===== config.mk =====
export PLATFORM = sky130hd
export DESIGN_NAME = mem_port_arbiter
export DESIGN_NICKNAME = d
export VERILOG_FILES = /design/src/rtl/mem_port_arbiter.sv
export SDC_FILE = /design/constraint.sdc
export NUM_CORES = 1
export LEC_CHECK = 0
export CAP_MARGIN = 40
export CORE_AREA = 2 2 105 107
export DETAILED_ROUTE_END_ITERATION = 6
export DIE_AREA = 0 0 107 109
export GPL_TIMING_DRIVEN = 0
export PLACE_DENSITY_LB_ADDON = 0.12
export SYNTH_ARGS = -nofsm -noshare
export SYNTH_HDL_FRONTEND = slang
export SYNTH_SLANG_ARGS = --single-unit

===== constraint.sdc =====
create_clock -name clk -period 1.7 [get_ports clk]
set_clock_uncertainty 0.05 [all_clocks]
set_input_delay 0.34 -clock clk [delete_from_list [all_inputs] [get_ports clk]]
set_output_delay 0.34 -clock clk [all_outputs]
set_load 0.02 [all_outputs]

===== src/rtl/mem_port_arbiter.sv =====
// Shares one single-port memory between the fetch unit (IF) and the load/store
// unit (LS). LS wins contention unless IF has waited STARVE_LIMIT LS grants.
// Grants and memory drive are combinational; responses come one cycle later.
//
// Ports:
//   clk, rst_n                      clock, synchronous active-low reset
//   if_req/if_addr                  IF word-fetch request
//   if_gnt                          IF accepted this cycle
//   if_rvalid/if_rdata/if_err       IF response, one cycle after grant
//   ls_req/ls_we/ls_addr/ls_wdata   LS request (store when ls_we=1)
//   ls_size                         access size: 00=BYTE 01=HALF 10=WORD
//   ls_gnt                          LS accepted this cycle
//   ls_rvalid/ls_rdata/ls_err       LS response, one cycle after grant
//   mem_addr/mem_data_in            memory address / write data
//   mem_read/mem_write              memory strobes
//   mem_access_type                 memory access size
//   mem_data_out                    memory read data, valid cycle after mem_read
module mem_port_arbiter #(
   parameter int unsigned DATA_WIDTH   = 32,
   parameter int unsigned STARVE_LIMIT = 4
) (
   input  logic                  clk,
   input  logic                  rst_n,
   input  logic                  if_req,
   input  logic [DATA_WIDTH-1:0] if_addr,
   output logic                  if_gnt,
   output logic                  if_rvalid,
   output logic [DATA_WIDTH-1:0] if_rdata,
   output logic                  if_err,
   input  logic                  ls_req,
   input  logic                  ls_we,
   input  logic [DATA_WIDTH-1:0] ls_addr,
   input  logic [DATA_WIDTH-1:0] ls_wdata,
   input  logic [1:0]            ls_size,
   output logic                  ls_gnt,
   output logic                  ls_rvalid,
   output logic [DATA_WIDTH-1:0] ls_rdata,
   output logic                  ls_err,
   output logic [DATA_WIDTH-1:0] mem_addr,
   output logic [DATA_WIDTH-1:0] mem_data_in,
   output logic                  mem_read,
   output logic                  mem_write,
   output logic [1:0]            mem_access_type,
   input  logic [DATA_WIDTH-1:0] mem_data_out
);

   localparam int unsigned CNT_W = $clog2(STARVE_LIMIT + 1);

   localparam logic [1:0] OWN_NONE = 2'd0;
   localparam logic [1:0] OWN_IF   = 2'd1;
   localparam logic [1:0] OWN_LS   = 2'd2;

   localparam logic [1:0] SZ_BYTE = 2'b00;
   localparam logic [1:0] SZ_HALF = 2'b01;
   localparam logic [1:0] SZ_WORD = 2'b10;

   logic [1:0]       owner, owner_nxt;
   logic             err_q, err_nxt;
   logic             store_q, store_nxt;
   logic [CNT_W-1:0] starve_cnt, starve_nxt;
   logic             starve_hit;
   logic             if_mis, ls_mis;

   // Size 2'b11 is not a legal encoding; treat it with word alignment rules.
   function automatic logic misaligned(input logic [1:0] size, input logic [1:0] lsb);
      case (size)
         SZ_BYTE: misaligned = 1'b0;
         SZ_HALF: misaligned = lsb[0];
         default: misaligned = (lsb != 2'b00);
      endcase
   endfunction

   // Response owner, error flag and starvation count.
   always_ff @(posedge clk) begin
      if (!rst_n) begin
         owner      <= OWN_NONE;
         err_q      <= 1'b0;
         store_q    <= 1'b0;
         starve_cnt <= '0;
      end else begin
         owner      <= owner_nxt;
         err_q      <= err_nxt;
         store_q    <= store_nxt;
         starve_cnt <= starve_nxt;
      end
   end

   // Arbitration, memory drive, next owner and response routing.
   always_comb begin
      if_gnt          = 1'b0;
      ls_gnt          = 1'b0;
      if_rvalid       = 1'b0;
      if_rdata        = '0;
      if_err          = 1'b0;
      ls_rvalid       = 1'b0;
      ls_rdata        = '0;
      ls_err          = 1'b0;
      mem_addr        = '0;
      mem_data_in     = '0;
      mem_read        = 1'b0;
      mem_write       = 1'b0;
      mem_access_type = 2'b00;
      owner_nxt       = OWN_NONE;
      err_nxt         = 1'b0;
      store_nxt       = 1'b0;
      starve_nxt      = '0;
      starve_hit      = (starve_cnt == CNT_W'(STARVE_LIMIT));
      if_mis          = misaligned(SZ_WORD, if_addr[1:0]);
      ls_mis          = misaligned(ls_size, ls_addr[1:0]);

      // Everything is held quiet while reset is asserted, including a
      // response still sitting in the registers from before reset.
      if (rst_n) begin
         if (if_req && (!ls_req || starve_hit)) begin
            if_gnt          = 1'b1;
            mem_addr        = if_addr;
            mem_read        = !if_mis;
            mem_access_type = SZ_WORD;
            owner_nxt       = OWN_IF;
            err_nxt         = if_mis;
         end else if (ls_req) begin
            ls_gnt          = 1'b1;
            mem_addr        = ls_addr;
            mem_data_in     = ls_wdata;
            mem_read        = !ls_we && !ls_mis;
            mem_write       = ls_we && !ls_mis;
            mem_access_type = ls_size;
            owner_nxt       = OWN_LS;
            err_nxt         = ls_mis;
            store_nxt       = ls_we;
         end

         // Count LS wins over a waiting IF; any other cycle clears the count.
         if (ls_gnt && if_req) begin
            starve_nxt = starve_hit ? starve_cnt : starve_cnt + CNT_W'(1);
         end

         if (owner == OWN_IF) begin
            if_rvalid = 1'b1;
            if_err    = err_q;
            if_rdata  = err_q ? '0 : mem_data_out;
         end
         if (owner == OWN_LS) begin
            ls_rvalid = 1'b1;
            ls_err    = err_q;
            ls_rdata  = (err_q || store_q) ? '0 : mem_data_out;
         end
      end
   end

endmodule


==> metrics, run 1 <==
status finished, violations left; violated checks negative setup slack; startpoint types register; CTS buffer count 3; Worst-path clk slew 0.04 ns; Max Root-Sink Buffers 2; # DRC 0; unrepaired setup endpoints after global routing true; routed wire length 9660 um; root buffer cell clkbuf_8; Total GRT Usage 14.4%; HPWL after DPL 7830 um; syn nets approximately 330; I/O Pins 273; NumNets Final 639; Antenna Diode Count 0; post-synth top area share 45.2%; Core ar. between 10000 and 15000 um^2; # rows 38; I/O Buffers about 270; Synth Register Bits 7; GRT overflow 0; cell count after placement between 600 and 700; Yosys warning count 0; crit path kind register to primary output; Final Hold Viols 0; R2R cell count 8; max-cap violation count 0; Worst VDD drop 0.182 mV; Main synth FF type dfxtp_1; Worst Hold End starve_cnt[0]; worst skew pair latency 0.22 ns; Hold Startpoint rst_n; Worst-Margin Slew 0.279 ns; non-filler cells, final around 640; Post-synth ARST share 0%; layout cells sized above 1 between 50% and 60%; number of global-route vias before repair approximately 2700; Leakage 2.51 nW; total die area 11700 um^2; htree depth 1; Reg2Reg Capture Point err_q; Area contributors post-synth and2_1 45%, a22o_1 19%, dfxtp_1 10%; Syn Std Cell Area about 1400 um^2; FF-to-FF Start starve_cnt[1]; pin count of the biggest net entering global routing 11; # setup viols final roughly 130; Rel. slew slack 81.4%; routed vias 2629; Commonest cells post-synth 99 x and2_1, 30 x a22o_1, 7 x clkbuf_1, 7 x dfxtp_1; Worst EP required 1.31 ns; initial antenna violation count 0; top cell type by total area after synthesis and2_1; Pwr per Cell Area 287 nW/um^2; worst hold path cell count 3; setup ws final -0.358 ns; DR vias/cell around 4.1; Max Slew Vio Count 0; drt wl/cell 15.1 um; minimum clock period 2.06 ns; Die Ht 109 um; Starting Density 12.9%; cell with the most instances after synthesis and2_1; Yosys cell types 27; Post-DRT Antenna Nets 0; DR iter-0 viols 65; share of the clock period used by the worst path 121%; Syn Inst Count 194; CP Max Fanout 6; Setup crit end kind primary output; worst path arrival time 1.67 ns; Tot Pwr 1.52 mW; Avg Cell Area, Syn 7.06 um^2; CTS tree done; fmax 0.486 GHz; drt first pass iters 4; first-pass GRT wire length 13500 um; CTS Hold Bufs 0; fill count roughly 1000; RD Place Congestion roughly 0.75; # clock sinks 7; Die X between 100 and 150 um; sequential share of the synthesized area 10.2%; EDFF count, synth 0; Hold Crit Class input pin to register; synth-to-layout area growth 287%; R2R Setup Slk a little under 0.3 ns
-- layout make-up --
type                       count  area (um^2)  share of cell area, %
clock buffer                   4         45.0                  0.850
buffer                        16          258                   4.86
timing repair buffer         303         3070                   57.9
multi-input combinational    163         1560                   29.5
inverter                       8         42.5                  0.803
tap                          140          175                   3.31
sequential                     7          146                   2.76
-- sequential cells by signal (all words and copies together) (netlist names) --
register,flops
starve_cnt,3
store_q,1
err_q,1
owner,2
-- how the worst max path moves through the flow --
stage,depth (start not counted),to,slack (ns),start
floorplan,8,mem_addr[22],-0.0008,starve_cnt[1]
detailed placement,6,if_rdata[0],-1.56,rst_n
finish,9,mem_addr[11],-0.36,starve_cnt[1]
CTS,9,mem_addr[23],-0.36,starve_cnt[0]
global route,9,mem_addr[17],-0.42,starve_cnt[1]
global placement,6,if_rdata[10],-1.64,rst_n
-- layer usage --
layer  GRT usage, %  routed length (um)  vias up
met1           13.9                3110     1200
met4           2.69                  75        0
met3           3.89                1010        6
li1               -                   -     1268
met2           30.3                5460      155
met5              0                   0        -
-- critical path, stage by stage, from the launching register on --
cell       delay, ns
dfxtp_2         0.31
inv_2           0.06
ha_4            0.16
nand3_4         0.09
nand3_4         0.10
inv_6           0.05
buf_12          0.14
clkbuf_16       0.15
a22o_4          0.24
buf_6           0.13
-- where the power goes --
part           switching, mW  internal, mW  leakage (nW)  total, mW
logic                  0.414         0.698          2.43       1.11
registers            0.00588         0.172        0.0593      0.178
clock network         0.0677         0.162        0.0228      0.230
-- cells by family after synthesis --
kind of cell / after synthesis / share of synthesized area, %
simple gates: 122 / 55.1
compound gates: 39 / 24.0
buf+inv: 24 / 8.77
fa+ha+maj: 2 / 1.83
flops: 7 / 10.2
-- cell usage in the layout (no fill, tap or decap), types with 2 or more instances in the layout --
cell,n
buf_8,8
buf_12,6
nand3_4,3
dfxtp_2,5
buf_2,4
a22o_4,29
nand2_1,3
clkbuf_8,7
clkbuf_16,5
nor2_1,6
dlygate4sd2_1,4
buf_6,94
dfxtp_1,2
and2_4,50
clkdlybuf4s50_1,131
nand3_1,3
and2_2,4
inv_2,2
clkdlybuf4s15_2,3
and2_1,45
buf_4,58
inv_1,4
-- per-stage QoR --
step	TNS (ns)	hold slack [ns]	util, %	worst slack, ns	cell area [um^2]
after global placement	-165.91	0.362	43.4	-1.64	4600
after global routing	-36.53	0.429	50.0	-0.416	5300
after CTS	-29.17	0.397	47.6	-0.363	5040
after detailed placement	-164.58	0.369	43.4	-1.56	4600
final	-27.05	0.396	50.0	-0.358	5300
after floorplan	-0.000808	0.355	-	-0.000808	1700
-- repair_timing --
| action | in CTS | in global routing |
|---|---|---|
| resized for setup | 839 | 52 |
| endpoints found under the setup margin | 138 | 135 |
| cloned | 5 | 5 |
| pin swaps | 30 | 20 |
| buffers inserted | 18 | 4 |
Note: power is estimated with default switching activity, not from simulation.
==> inputs of run 2 (changes only) <==
- CTS_CLUSTER_SIZE: unset -> 25
==> results of run 2 <==
Final layout, timing and power as in run 1 (identical DEF).
